==> src/rtl/mod_counter_if.sv <==
// rtl/mod_counter_if.sv - control and status bundle for the up/down modulus counter
interface mod_counter_if #(
  parameter int WIDTH = 8
) ();
  logic             enable;
  logic             up_dn;
  logic             load;
  logic [WIDTH-1:0] load_val;
  logic [WIDTH-1:0] mod_val;
  logic             wrap;
  logic [WIDTH-1:0] cmp_val;
  logic [WIDTH-1:0] count;
  logic             tc;
  logic             match;

  modport master (
    output enable, up_dn, load, load_val, mod_val, wrap, cmp_val,
    input  count, tc, match
  );

  modport slave (
    input  enable, up_dn, load, load_val, mod_val, wrap, cmp_val,
    output count, tc, match
  );
endinterface

==> src/rtl/mod_counter.sv <==
// rtl/mod_counter.sv - synchronous up/down counter with modulus, load, wrap/saturate, tc and match
module mod_counter #(
  parameter int          WIDTH   = 8,
  parameter int unsigned RST_VAL = 0
) (
  input logic          clk,
  input logic          rst,
  mod_counter_if.slave bus
);

  localparam logic [WIDTH-1:0] RST_COUNT = WIDTH'(RST_VAL);
  localparam logic [WIDTH-1:0] ONE       = WIDTH'(1);

  logic [WIDTH-1:0] count_q;
  logic [WIDTH-1:0] count_d;
  logic             tc_q;
  logic             tc_d;
  logic [WIDTH-1:0] load_clamped;

  // Loads never place the count above the current terminal value.
  assign load_clamped = (bus.load_val > bus.mod_val) ? bus.mod_val : bus.load_val;

  // Next-state: load beats enable; tc flags a step taken at the direction's terminal value.
  always_comb begin
    count_d = count_q;
    tc_d    = 1'b0;
    if (bus.load) begin
      count_d = load_clamped;
    end else if (bus.enable) begin
      if (bus.mod_val == '0) begin
        // A zero modulus pins the count at 0 and every step is terminal.
        count_d = '0;
        tc_d    = 1'b1;
      end else if (bus.up_dn) begin
        if (count_q < bus.mod_val) begin
          count_d = count_q + ONE;
        end else begin
          // At or above the modulus (it may have been lowered under us).
          count_d = bus.wrap ? '0 : bus.mod_val;
          tc_d    = 1'b1;
        end
      end else begin
        if (count_q == '0) begin
          count_d = bus.wrap ? bus.mod_val : '0;
          tc_d    = 1'b1;
        end else if ((count_q > bus.mod_val) && !bus.wrap) begin
          // Saturate mode snaps a stranded count back onto the modulus.
          count_d = bus.mod_val;
        end else begin
          count_d = count_q - ONE;
        end
      end
    end
  end

  // State register with synchronous active-high reset.
  always_ff @(posedge clk) begin
    if (rst) begin
      count_q <= RST_COUNT;
      tc_q    <= 1'b0;
    end else begin
      count_q <= count_d;
      tc_q    <= tc_d;
    end
  end

  assign bus.count = count_q;
  assign bus.tc    = tc_q;
  assign bus.match = (count_q == bus.cmp_val);

endmodule

==> src/flat_wrapper.sv <==
// flat-port wrapper written by rule: the top's interface ports become plain ports
module mod_counter_flat 
#(
  parameter int          WIDTH   = 8,
  parameter int unsigned RST_VAL = 0
)
  (clk, rst, bus_enable, bus_up_dn, bus_load, bus_load_val, bus_mod_val, bus_wrap, bus_cmp_val, bus_count, bus_tc, bus_match);
  mod_counter_if #(.WIDTH(WIDTH)) bus_i ();
  input logic clk;
  input logic rst;
  input wire logic [$bits(bus_i.enable)-1:0] bus_enable;
  input wire logic [$bits(bus_i.up_dn)-1:0] bus_up_dn;
  input wire logic [$bits(bus_i.load)-1:0] bus_load;
  input wire logic [$bits(bus_i.load_val)-1:0] bus_load_val;
  input wire logic [$bits(bus_i.mod_val)-1:0] bus_mod_val;
  input wire logic [$bits(bus_i.wrap)-1:0] bus_wrap;
  input wire logic [$bits(bus_i.cmp_val)-1:0] bus_cmp_val;
  output wire logic [$bits(bus_i.count)-1:0] bus_count;
  output wire logic [$bits(bus_i.tc)-1:0] bus_tc;
  output wire logic [$bits(bus_i.match)-1:0] bus_match;
  assign bus_i.enable = bus_enable;
  assign bus_i.up_dn = bus_up_dn;
  assign bus_i.load = bus_load;
  assign bus_i.load_val = bus_load_val;
  assign bus_i.mod_val = bus_mod_val;
  assign bus_i.wrap = bus_wrap;
  assign bus_i.cmp_val = bus_cmp_val;
  assign bus_count = bus_i.count;
  assign bus_tc = bus_i.tc;
  assign bus_match = bus_i.match;
  mod_counter #(.WIDTH(WIDTH), .RST_VAL(RST_VAL)) u_core (.clk(clk), .rst(rst), .bus(bus_i));
endmodule
==> config.mk <==
export PLATFORM = sky130hd
export DESIGN_NAME = mod_counter_flat
export DESIGN_NICKNAME = d
export VERILOG_FILES = /design/src/rtl/mod_counter_if.sv /design/src/rtl/mod_counter.sv /design/src/flat_wrapper.sv
export SDC_FILE = /design/constraint.sdc
export NUM_CORES = 1
export LEC_CHECK = 0
export CORE_UTILIZATION = 45
export CTS_CLUSTER_DIAMETER = 120
export DETAILED_ROUTE_END_ITERATION = 6
export GPL_TIMING_DRIVEN = 0
export PLACE_DENSITY_LB_ADDON = 0.2
export SETUP_SLACK_MARGIN = 0.02
export SYNTH_ARGS = -nofsm -noshare
export SYNTH_HDL_FRONTEND = slang
export SYNTH_SLANG_ARGS = --single-unit
==> constraint.sdc <==
create_clock -name clk -period 2 [get_ports clk]
set_input_delay 0.2 -clock clk [delete_from_list [all_inputs] [get_ports clk]]
set_output_delay 0.2 -clock clk [all_outputs]
set_load 0.05 [all_outputs]
# Yosys cells after proc, flatten, opt, wreduce, memory -nomap -nowiden
# Index checks and enable logic that the tools add are counted.
classes:
  n_mux: 14
  n_eq_ne: 1
  bitwise_logic: 1
  n_lt_le_gt_ge: 3
  addsub: 2
  reduce_logical: 6
op_table:
  columns: ["operator", "count"]
  rows:
  - ["$mux 8", 10]
  - ["$gt 8x8->1", 2]
  - ["$logic_not 8->1", 2]
  - ["$add 8x1->8 const B", 1]
  - ["$eq 8x8->1", 1]
  - ["$lt 8x8->1", 1]
  - ["$sub 8x1->8 const B", 1]
  - ["$mux 1", 4]
  - ["$reduce_or 3->1", 1]
  - ["$reduce_bool 2->1", 1]
  - ["$logic_and 1x1->1", 1]
  - ["$logic_not 1->1", 1]
  - ["$not 1->1", 1]
totals:
  wordCells: 29
  register_bits: 9
  in_bits: 30
  out_inout_bits: 10

# Logic depth before layout (Yosys ltp)
# Gate-level depths: netlist of run 1.
depth:
  ltp_word: 8
  mapped_depth: 10
  ltp_nobuf: 8

# Least setup slack after synthesis of run 1
# No wires, ideal clock.
synth_path:
  kind: "reg2reg"
  start: "register u_core.count_q[0], in the netlist u_core.bus.count[0]"
  end: "register u_core.count_q[0], in the netlist u_core.bus.count[0]"
  arrival_time_ns: 2.399
  stages_incl_launch_ff: 10
  setup_slack_ns: -0.535
  period_less_slack_ns: 2.535
  setup_time_ns: 0.137
  required_time_ns: 1.863
  n_path_buf: 1
  path_cell_list: "dfxtp_1 -> clkbuf_1 -> inv_1 -> ha_1 -> nor2b_4 -> o211ai_4 -> a2111oi_2 -> nor3_1 -> a211oi_1 -> o32ai_1"
synth_via:
  elab_chain_cells: 8
  word_cells_on_any_way: 13
  classes_between: "add/sub (2); order compare (2); mux (7); reduce/logical (2)"
synth_lines:
  columns: ["item", "line_no", "rtl"]
  rows:
  - ["start, declared", "mod_counter.sv:14", "logic [WIDTH-1:0] count_q;"]
  - ["start signal, assigned", "mod_counter.sv:62", "count_q <= count_d;"]
  - ["$gt 8x8->1", "mod_counter.sv:46", "end else if ((count_q > bus.mod_val) && !bus.wrap) begin"]
  - ["$logic_and 1x1->1", "mod_counter.sv:46", null]
  - ["$mux 8", "mod_counter.sv:46", null]
  - ["$mux 8", "mod_counter.sv:43", "if (count_q == '0) begin"]
  - ["$mux 8 (*)", "mod_counter.sv:34", "end else if (bus.up_dn) begin"]
  - ["$mux 8 (*)", "mod_counter.sv:30", "if (bus.mod_val == '0) begin"]
  - ["$mux 8 (*)", "mod_counter.sv:29", "end else if (bus.enable) begin"]
  - ["$mux 8 (*)", "mod_counter.sv:27", "if (bus.load) begin"]
# Mark *: on every way between the ends. The rest lies on a longest branch, timed or not. The select of a mux whose other input is x is not followed.
# A chain may end at the register's enable or synchronous reset.

# Worst setup path in the final report of run 1
layout_path:
  start: "register u_core.count_q[1], in the netlist u_core.bus.count[1]"
  end: "register u_core.count_q[3], in the netlist u_core.bus.count[3]"
# Same word-level chain as after synthesis.

==> impl_metrics.env, run 1 <==
export IMPL_critPathArrivalTime_ns=2.18
export IMPL_syn2layout_area_growth_pct=51.55
export IMPL_outcome="finished, violations left"
export IMPL_worstSetupStartpointType="flop"
export IMPL_drive_above_1_share=0.3077
export IMPL_hold_buffers=0
export IMPL_cts_max_level=1
export IMPL_slew_headroom=0.6413
export IMPL_ys_top_cells_by_area="ha_1, dfxtp_1, xnor2_1"
export IMPL_rsz0062_at_grt="true"
export IMPL_dp_hpwl_mm=4.588
export IMPL_combPwrFrac=0.674
export IMPL_path_cells="ha_4 -> nor2b_4 -> o211ai_4 -> a21oi_4 -> or2_1 -> buf_6 -> a311o_1 -> a32o_1"
export IMPL_synthCells=255
export IMPL_cts_buffer_depth=2
export IMPL_power_switching_mw=0.6589
export IMPL_maxCapViolations=0
export IMPL_ant_nets=0
export IMPL_critPathMaxStageDelay_ns=0.36
export IMPL_wl_per_cell_um=18.27
export IMPL_synth_ff_type="dfxtp_1"
export IMPL_r2r_slack_ns=-0.06
export IMPL_required_ns=2.12
export IMPL_synth_edf_count=0
export IMPL_core_area_um2=3771
export IMPL_slowest_stage="dfxtp_4"
export IMPL_startpoint="u_core.bus.count[1]"
export IMPL_nets=362
export IMPL_fin_area_um2=2751
export IMPL_ys_seq_elements=9
export IMPL_drv_slew=0
export IMPL_vias=2333
export IMPL_worstRegToRegCells=8
export IMPL_clock_sinks=9
export IMPL_num_antenna_cells=0
export IMPL_grt_util_all_layers=0.3098
export IMPL_num_rows=22
export IMPL_setup_ws_ns=-0.05679
export IMPL_fmax_ghz=0.4862
export IMPL_num_io_pins=40
export IMPL_initial_core_util=0.4814
export IMPL_clock_skew_ns=0.003306
export IMPL_dp_cells=340
export IMPL_total_power_mw=1.415
export IMPL_grt_pass1_wl_mm=10.29
export IMPL_setup_tns_ns=-0.1002
export IMPL_layout_common_cells="nand2_1, clkdlybuf4s50_1, a21oi_1"
export IMPL_syn_area_per_cell_um2=7.120
export IMPL_cp_buffers_inverters=1
export IMPL_grt_pass1_vias=2196
export IMPL_worst_path_stages=8
export IMPL_p_int_mw=0.7563
export IMPL_endpoint_kind="flop"
export IMPL_p_leak_nw=1.054
export IMPL_syn_area_um2=1815
export IMPL_fin_crit_ns=2.057
export IMPL_finalSetupViolCount=5
export IMPL_clk_pin_slew_ns=0.05
export IMPL_seq_area_frac_synth=0.09924
export IMPL_root_buffer="clkbuf_8"
export IMPL_reg2reg_from="u_core.bus.count[1]"
export IMPL_clkPwrFrac=0.163
export IMPL_clk_latency_ns=0.24
export IMPL_fin_crit_sh=1.028
export IMPL_async_flop_share=0
export IMPL_final_common_cell="nand2_1"
export IMPL_fin_cells=360
export IMPL_ir_drop_mv=0.2288
export IMPL_finalHoldWorstSlack_ns=0.3788
export IMPL_hold_class="in -> reg"
export IMPL_synth_nets=304
export IMPL_yosysUniqueCellTypes=50
export IMPL_drcViolationCount=2
export IMPL_min_from="bus_mod_val[1]"
export IMPL_final_util=0.7296
export IMPL_cts_tree="yes"
export IMPL_drt_initial_drc_count=206
export IMPL_cp_top_family="compound AO/OA/AOI/OAI gates"
export IMPL_worstPathMaxFanout=8
export IMPL_violations="design-rule violations, negative setup slack"
export IMPL_synth_top_area_frac=0.1309
export IMPL_antenna_found_initial=0
export IMPL_yosysWarnings=0
export IMPL_switching_share=0.4656
export IMPL_routed_wl_mm=6.577
export IMPL_dp_slack_ns=-0.8191
export IMPL_yosysTopAreaCell="ha_1"
export IMPL_power_frac_seq=0.163
export IMPL_die_h_um=65.52
export IMPL_vias_per_cell=6.481
export IMPL_die_area_um2=4292
export IMPL_grt_start_max_net_pins=11
export IMPL_drtPass1Iterations=7
export IMPL_hold_viol=0
export IMPL_globalplace_congestion=0.9207
export IMPL_power_density_nw_per_um2=514.4
export IMPL_cts_buffers_inserted=3
export IMPL_tightestPinTransition_ns=0.5381
export IMPL_placed_cell_area_um2=2354
export IMPL_overflow=0
export IMPL_crit_type="reg -> reg"
export IMPL_die_x_um=65.52
export IMPL_port_buffers=37
export IMPL_hold_depth=4
-- synth_stat cells, types with 3 or more instances --
master    count
o21ai_0      12
o211ai_1      6
dfxtp_1       9
ha_1         19
and2_1        4
xnor2_1      13
and4_1        4
o21a_1        3
nand3_1      15
nor4_1        4
nand4_1       4
a21boi_0      3
a21oi_1      22
nand2_1      29
inv_1        14
a32o_1        3
buf_2         4
clkbuf_1     11
o32ai_1       3
a211oi_1      3
a21o_1        4
nor3_1        7
xor2_1        7
nor2_1       11
and3_1        4
-- cell type report --
cell class | count | area (um^2)
fillers | 299 | 1020
plain buffers | 15 | 85.08
well taps | 48 | 60.06
clock buffers | 4 | 45.04
inverters | 14 | 57.56
multi-input cells | 216 | 1808
flip-flops and latches | 9 | 197.7
repair buffers | 54 | 498.0
-- logic make-up (layout without fill, tap and decap cells) --
logic type	count (synthesis)	count (layout)	share of synthesized area
muxes	4	4	0.02343
AOI/OAI and AO/OA	84	84	0.3350
buffers and inverters	30	87	0.06547
DFF	9	9	0.09924
and+or+nand+nor	89	89	0.2495
xor gates and xnor gates	20	20	0.09649
adders and majority gates	19	19	0.1309
-- what timing repair did --
| item | in CTS | in global routing |
|---|---|---|
| setup endpoints to repair | 10 | 8 |
| setup buffers | 13 | 4 |
| resized for setup | 62 | 24 |
| pin swaps | 14 | 9 |
| gates cloned | 0 | 0 |
-- worst reg2reg max path, stage by stage (launching register included) --
cell and delay (ns):
dfxtp_4 0.36, ha_4 0.21, nor2b_4 0.13, o211ai_4 0.21, a21oi_4 0.10, or2_1 0.25, buf_6 0.15, a311o_1 0.27
a32o_1 0.27
-- layer usage --
layer / part of all wire / up-vias / routed length [um] / global-route usage
li1: - / 1088 / - / -
met1: 0.41 / 1051 / 2672 / 0.3998
met2: 0.47 / 165 / 3095 / 0.5309
met3: 0.097 / 29 / 635 / 0.02431
met4: 0.026 / 0 / 173 / 0.1168
met5: 0 / - / 0 / 0
-- path summary, 6_finish.rpt --
check,end
worst max-delay path,u_core.bus.count[3]
worst min-delay path,u_core.bus.tc
worst max register to register,u_core.bus.count[3]
worst min register to register,u_core.bus.count[6]
-- power by group through the flow --
stage | Combinational (mW) | Sequential [mW] | Clock [mW]
after global placement | 0.783 | 0.225 | 0
after detailed placement | 0.789 | 0.226 | 0
final | 0.954 | 0.231 | 0.230
after CTS | 0.871 | 0.232 | 0.224
after global routing | 1.01 | 0.234 | 0.239
after floorplan | 0.490 | 0.297 | 0
-- registers in the layout, summed over array words and instances, names as in the netlist --
name	count
u_core.bus.count	8
u_core.bus.tc	1
(Power assumes the default switching activity.)
==> run 2: changes to the inputs <==
--- a/config.mk
+++ b/config.mk
@@ -5,7 +5,7 @@
 export SDC_FILE = /design/constraint.sdc
 export NUM_CORES = 1
 export LEC_CHECK = 0
-export CORE_UTILIZATION = 45
+export CORE_UTILIZATION = 47
 export CTS_CLUSTER_DIAMETER = 120
 export DETAILED_ROUTE_END_ITERATION = 6
 export GPL_TIMING_DRIVEN = 0
==> impl_metrics.env, run 2 (synthesis results as in run 1) <==
export IMPL_num_rows=22
export IMPL_wl_per_cell_um=17.01
export IMPL_worstPathMaxFanout=8
export IMPL_setup_tns_ns=-0.02277
export IMPL_fmax_ghz=0.4944
export IMPL_critPathArrivalTime_ns=2.15
export IMPL_antenna_found_initial=0
export IMPL_ir_drop_mv=0.2346
export IMPL_drive_above_1_share=0.2778
export IMPL_cp_buffers_inverters=1
export IMPL_min_from="rst"
export IMPL_clk_latency_ns=0.24
export IMPL_num_io_pins=40
export IMPL_grt_start_max_net_pins=11
export IMPL_clock_sinks=9
export IMPL_grt_pass1_wl_mm=9.894
export IMPL_overflow=0
export IMPL_grt_util_all_layers=0.3068
export IMPL_slew_headroom=0.6515
export IMPL_ant_nets=0
export IMPL_syn2layout_area_growth_pct=47.62
export IMPL_root_buffer="clkbuf_8"
export IMPL_dp_hpwl_mm=4.424
export IMPL_hold_viol=0
export IMPL_critPathMaxStageDelay_ns=0.35
export IMPL_power_switching_mw=0.6345
export IMPL_core_area_um2=3689
export IMPL_num_antenna_cells=0
export IMPL_final_util=0.7266
export IMPL_clk_pin_slew_ns=0.05
export IMPL_grtUsageMet3=0.04286
export IMPL_power_frac_seq=0.166
export IMPL_path_cells="ha_4 -> nor2b_4 -> o211ai_4 -> a21oi_4 -> or2_1 -> buf_6 -> a311o_1 -> a32o_1"
export IMPL_maxCapViolations=0
export IMPL_clkPwrFrac=0.163
export IMPL_power_density_nw_per_um2=513.0
export IMPL_largest_register_ffs=8
export IMPL_die_area_um2=4115
export IMPL_drcViolationCount=0
export IMPL_busiest_layer="met2"
export IMPL_finalSetupViolCount=1
export IMPL_grt_pass1_vias=2116
export IMPL_p_leak_nw=1.035
export IMPL_final_common_cell="nand2_1"
export IMPL_nFillCells=309
export IMPL_cts_buffers_inserted=3
export IMPL_fin_crit_ns=2.023
export IMPL_hold_class="in -> reg"
export IMPL_worstSetupStartpointType="flop"
export IMPL_rsz0062_at_grt="true"
export IMPL_crit_type="reg -> reg"
export IMPL_routed_wl_mm=6.023
export IMPL_drtPass1Iterations=5
export IMPL_grt_use_met1=0.3981
export IMPL_met2_usage=0.5186
export IMPL_drt_initial_drc_count=149
export IMPL_clock_skew_ns=0.002298
export IMPL_globalplace_congestion=0.9056
export IMPL_cts_max_level=1
export IMPL_cts_tree="yes"
export IMPL_endpoint_kind="flop"
export IMPL_cts_buffer_depth=2
export IMPL_vias_per_cell=6.285
export IMPL_die_h_um=64.15
export IMPL_drv_slew=0
export IMPL_startpoint="u_core.bus.count[1]"
export IMPL_port_buffers=37
export IMPL_layout_common_cells="nand2_1, clkdlybuf4s50_1, a21oi_1"
export IMPL_tightestPinTransition_ns=0.5227
export IMPL_combPwrFrac=0.671
export IMPL_cp_top_family="compound AO/OA/AOI/OAI gates"
export IMPL_initial_core_util=0.4922
export IMPL_die_x_um=64.15
export IMPL_hold_buffers=0
export IMPL_required_ns=2.13
export IMPL_nets=356
export IMPL_fin_crit_sh=1.011
export IMPL_vias=2225
export IMPL_reg2reg_from="u_core.bus.count[1]"
export IMPL_p_int_mw=0.7404
export IMPL_slowest_stage="dfxtp_4"
export IMPL_violations="negative setup slack"
export IMPL_outcome="finished, violations left"
export IMPL_switching_share=0.4615
export IMPL_setup_ws_ns=-0.02277
==> run 2: cell types whose count changed in the layout (fill, tap and decap cells not counted), moves of 2 or more <==
cell / before / now
a21oi_2: 5 / 7
buf_6: 4 / 2
ha_1: 10 / 12
a2111oi_0: 2 / 0
o311ai_2: 2 / 0
buf_4: 14 / 10
ha_4: 9 / 7
inv_2: 7 / 5
o311ai_1: 0 / 2
o21ai_2: 2 / 0
clkbuf_2: 4 / 2
a21oi_1: 17 / 15
a2111oi_1: 0 / 2
==> run 2: worst register-to-register path: stages (launching register included) <==
cell and delay (ns):
dfxtp_4 0.35, ha_4 0.21, nor2b_4 0.13, o211ai_4 0.24, a21oi_4 0.09, or2_1 0.23
buf_6 0.14, a311o_1 0.26, a32o_1 0.26
==> run 2: through the flow <==
| stage | total power [mW] | instance area (um^2) | setup slack, ns | hold WS (ns) | instances |
|---|---|---|---|---|---|
| after floorplan | 0.7873 | 1923 | -0.1062 | 0.3726 | 255 |
| after global routing | 1.453 | 2680 | -0.08675 | 0.4304 | 354 |
| after CTS | 1.309 | 2606 | -0.01183 | 0.3789 | 352 |
| after detailed placement | 1.011 | 2354 | -0.8238 | 0.5861 | 340 |
| final | 1.375 | 2680 | -0.02277 | 0.3964 | 354 |
| after global placement | 1.005 | 2354 | -0.8376 | 0.5940 | 340 |
==> run 2: per-layer routing <==
metal,up-vias,routed length (um),part of all wire
li1,1066,-,-
met1,1027,2628,0.44
met2,116,2841,0.47
met3,16,403,0.067
met4,0,149,0.025
met5,-,0,0
==> run 2: layout make-up <==
cell class,count,area [um^2],area share
timing repair buffer,48,444.2,0.1657
multi-input combinational,216,1783,0.6653
tap,48,60.06,0.02241
sequential,9,197.7,0.07376
buffer,15,90.09,0.03361
clock buffer,4,45.04,0.01681
inverter,14,60.06,0.02241
==> run 2: worst paths after layout <==
path | endpoint | slack [ns] | depth (start not counted)
setup / recovery | u_core.bus.count[3] | -0.02 | 8
hold / removal | u_core.bus.count[4] | 0.40 | 2
hold reg to reg | u_core.bus.count[6] | 0.72 | 3
setup reg to reg | u_core.bus.count[3] | -0.02 | 8
==> run 2: power groups by stage <==
| stage | logic [mW] | registers (mW) | clock network (mW) |
|---|---|---|---|
| after floorplan | 0.490 | 0.297 | 0 |
| after global placement | 0.780 | 0.225 | 0 |
| after detailed placement | 0.785 | 0.226 | 0 |
| after CTS | 0.859 | 0.228 | 0.222 |
| after global routing | 0.992 | 0.231 | 0.229 |
| final | 0.922 | 0.228 | 0.225 |
==> run 2: repair_timing <==
action | in CTS | in global routing
resized for setup | 65 | 22
pin swaps | 20 | 6
setup endpoints to repair | 10 | 9
setup buffers | 10 | 2
==> run 3: changes to the inputs <==
==> constraint.sdc (replaced) <==
create_clock -name clk -period 1.8 [get_ports clk]
set_input_delay 0.18 -clock clk [delete_from_list [all_inputs] [get_ports clk]]
set_output_delay 0.18 -clock clk [all_outputs]
set_load 0.05 [all_outputs]
==> impl_metrics.env, run 3 (synthesis results as in run 1) <==
export IMPL_violations="negative setup slack"
export IMPL_worstRegToRegCells=7
export IMPL_ff_latch_area_um2=197.7
export IMPL_vias_per_cell=6.338
export IMPL_cts_buffer_depth=2
export IMPL_clk_pin_slew_ns=0.05
export IMPL_dp_cells=340
export IMPL_ir_drop_mv=0.2799
export IMPL_p_leak_nw=1.052
export IMPL_globalplace_congestion=0.8957
export IMPL_vias=2250
export IMPL_required_ns=1.93
export IMPL_endpoint_kind="flop"
export IMPL_drv_slew=0
export IMPL_grt_pass1_vias=1972
export IMPL_fin_crit_sh=1.128
export IMPL_r2r_slack_ns=-0.23
export IMPL_die_area_um2=4115
export IMPL_num_antenna_cells=0
export IMPL_grt_util_all_layers=0.3078
export IMPL_reg2reg_from="u_core.bus.count[1]"
export IMPL_core_area_um2=3689
export IMPL_hold_buffers=0
export IMPL_min_from="bus_mod_val[1]"
export IMPL_nFillCells=323
export IMPL_final_common_cell="nand2_1"
export IMPL_cts_max_level=1
export IMPL_fin_area_um2=2674
export IMPL_hold_viol=0
export IMPL_fin_crit_ns=2.031
export IMPL_placed_cell_area_um2=2356
export IMPL_cts_buffers_inserted=3
export IMPL_fin_cells=355
export IMPL_port_buffers=37
export IMPL_clock_skew_ns=0.002495
export IMPL_power_density_nw_per_um2=564.8
export IMPL_setup_ws_ns=-0.2309
export IMPL_maxCapViolations=0
export IMPL_overflow=0
export IMPL_slew_headroom=0.6201
export IMPL_cts_tree="yes"
export IMPL_ant_nets=0
export IMPL_die_x_um=64.15
export IMPL_total_power_mw=1.510
export IMPL_num_rows=22
export IMPL_layout_common_cells="nand2_1, clkdlybuf4s50_1, a21oi_1"
export IMPL_routed_wl_mm=6.204
export IMPL_nets=357
export IMPL_drt_initial_drc_count=162
export IMPL_worstSetupStartpointType="flop"
export IMPL_largest_register_ffs=8
export IMPL_antenna_found_initial=0
export IMPL_hold_class="in -> reg"
export IMPL_wl_per_cell_um=17.48
export IMPL_outcome="finished, violations left"
export IMPL_critPathArrivalTime_ns=2.16
export IMPL_tightestPinTransition_ns=0.5698
export IMPL_timing_rr_end="u_core.bus.count[3]"
export IMPL_dp_hpwl_mm=4.653
export IMPL_final_util=0.7249
export IMPL_clk_latency_ns=0.24
export IMPL_critPathMaxStageDelay_ns=0.47
export IMPL_drive_above_1_share=0.2801
export IMPL_grt_start_max_net_pins=11
export IMPL_fmax_ghz=0.4924
export IMPL_hold_depth=4
export IMPL_syn2layout_area_growth_pct=47.28
export IMPL_drcViolationCount=0
export IMPL_rsz0062_at_grt="true"
export IMPL_num_io_pins=40
export IMPL_crit_type="reg -> reg"
export IMPL_initial_core_util=0.4922
export IMPL_die_h_um=64.15
export IMPL_min_to="u_core.bus.tc"
export IMPL_path_cells="ha_4 -> nor2b_4 -> o211ai_4 -> a2111o_1 -> a21oi_1 -> o21ai_1 -> a32o_1"
export IMPL_worstPathMaxFanout=5
export IMPL_drtPass1Iterations=6
export IMPL_root_buffer="clkbuf_8"
export IMPL_grt_pass1_wl_mm=9.735
export IMPL_finalSetupViolCount=8
export IMPL_multiInputGateArea_um2=1765
export IMPL_slowest_stage="a2111o_1"
export IMPL_clock_sinks=9
## run 3: changes by cell type in the layout (fill, tap and decap cells not counted), moves of 3 or more
cell	previous run	this run
a21oi_1	15	19
a21oi_2	7	3
nand3_1	12	15
nand3_2	3	0
o21ai_2	0	4
## run 3: per-stage QoR
stage / setup TNS (ns) / hold WS [ns] / worst slack (ns)
floorplan: -1.839 / 0.3526 / -0.3062
detailed placement: -9.043 / 0.5712 / -1.075
finish: -1.305 / 0.3635 / -0.2309
global placement: -8.764 / 0.5776 / -1.044
CTS: -1.525 / 0.3582 / -0.2177
global route: -1.949 / 0.3974 / -0.3129
## run 3: worst max-delay path by stage
stage	slack, ns	end	from
2_1_floorplan	-0.31	u_core.bus.count[3]	u_core.bus.count[1]
3_3_place_gp	-1.04	u_core.bus.count[0]	bus_mod_val[1]
3_5_place_dp	-1.08	u_core.bus.count[0]	bus_mod_val[1]
4_1_cts	-0.22	u_core.bus.count[3]	u_core.bus.count[1]
5_1_grt	-0.31	u_core.bus.count[2]	u_core.bus.count[1]
6_report	-0.23	u_core.bus.count[3]	u_core.bus.count[1]
## run 3: repair_timing
item / in CTS / in global routing
endpoints found under the setup margin: 10 / 11
gates resized for setup: 57 / 34
buffers inserted: 10 / 2
pin swaps: 16 / 11
## run 3: layout make-up
cell class,count,area share
Timing Repair Buffer,49,0.1708
Sequential cell,9,0.07394
Clock buffer,4,0.01685
Tap cell,48,0.02246
Multi-Input combinational cell,216,0.6603
Inverter,14,0.02153
Buffer,15,0.03416
## run 3: routing by layer
layer,part of all wire,vias to the layer above,GRT usage,wire [um]
met1,0.43,1038,0.4137,2693
met5,0,-,0,0
met2,0.48,122,0.5160,2986
met4,0.016,0,0.08889,102
met3,0.068,15,0.03214,421
li1,-,1075,-,-
## run 3: critical path, delay by kind of cell (launching register included)
family	cells	cell delay (ns)
AOI/OAI and AO/OA	5	1.16
adders and majority gates	1	0.26
DFF	1	0.35
and+or+nand+nor	1	0.14
## run 3: report_power, final
group / switching (mW) / internal [mW] / leakage (nW)
clock network: 0.0900 / 0.155 / 0.0228
logic: 0.583 / 0.432 / 0.952
registers: 0.0223 / 0.228 / 0.0779
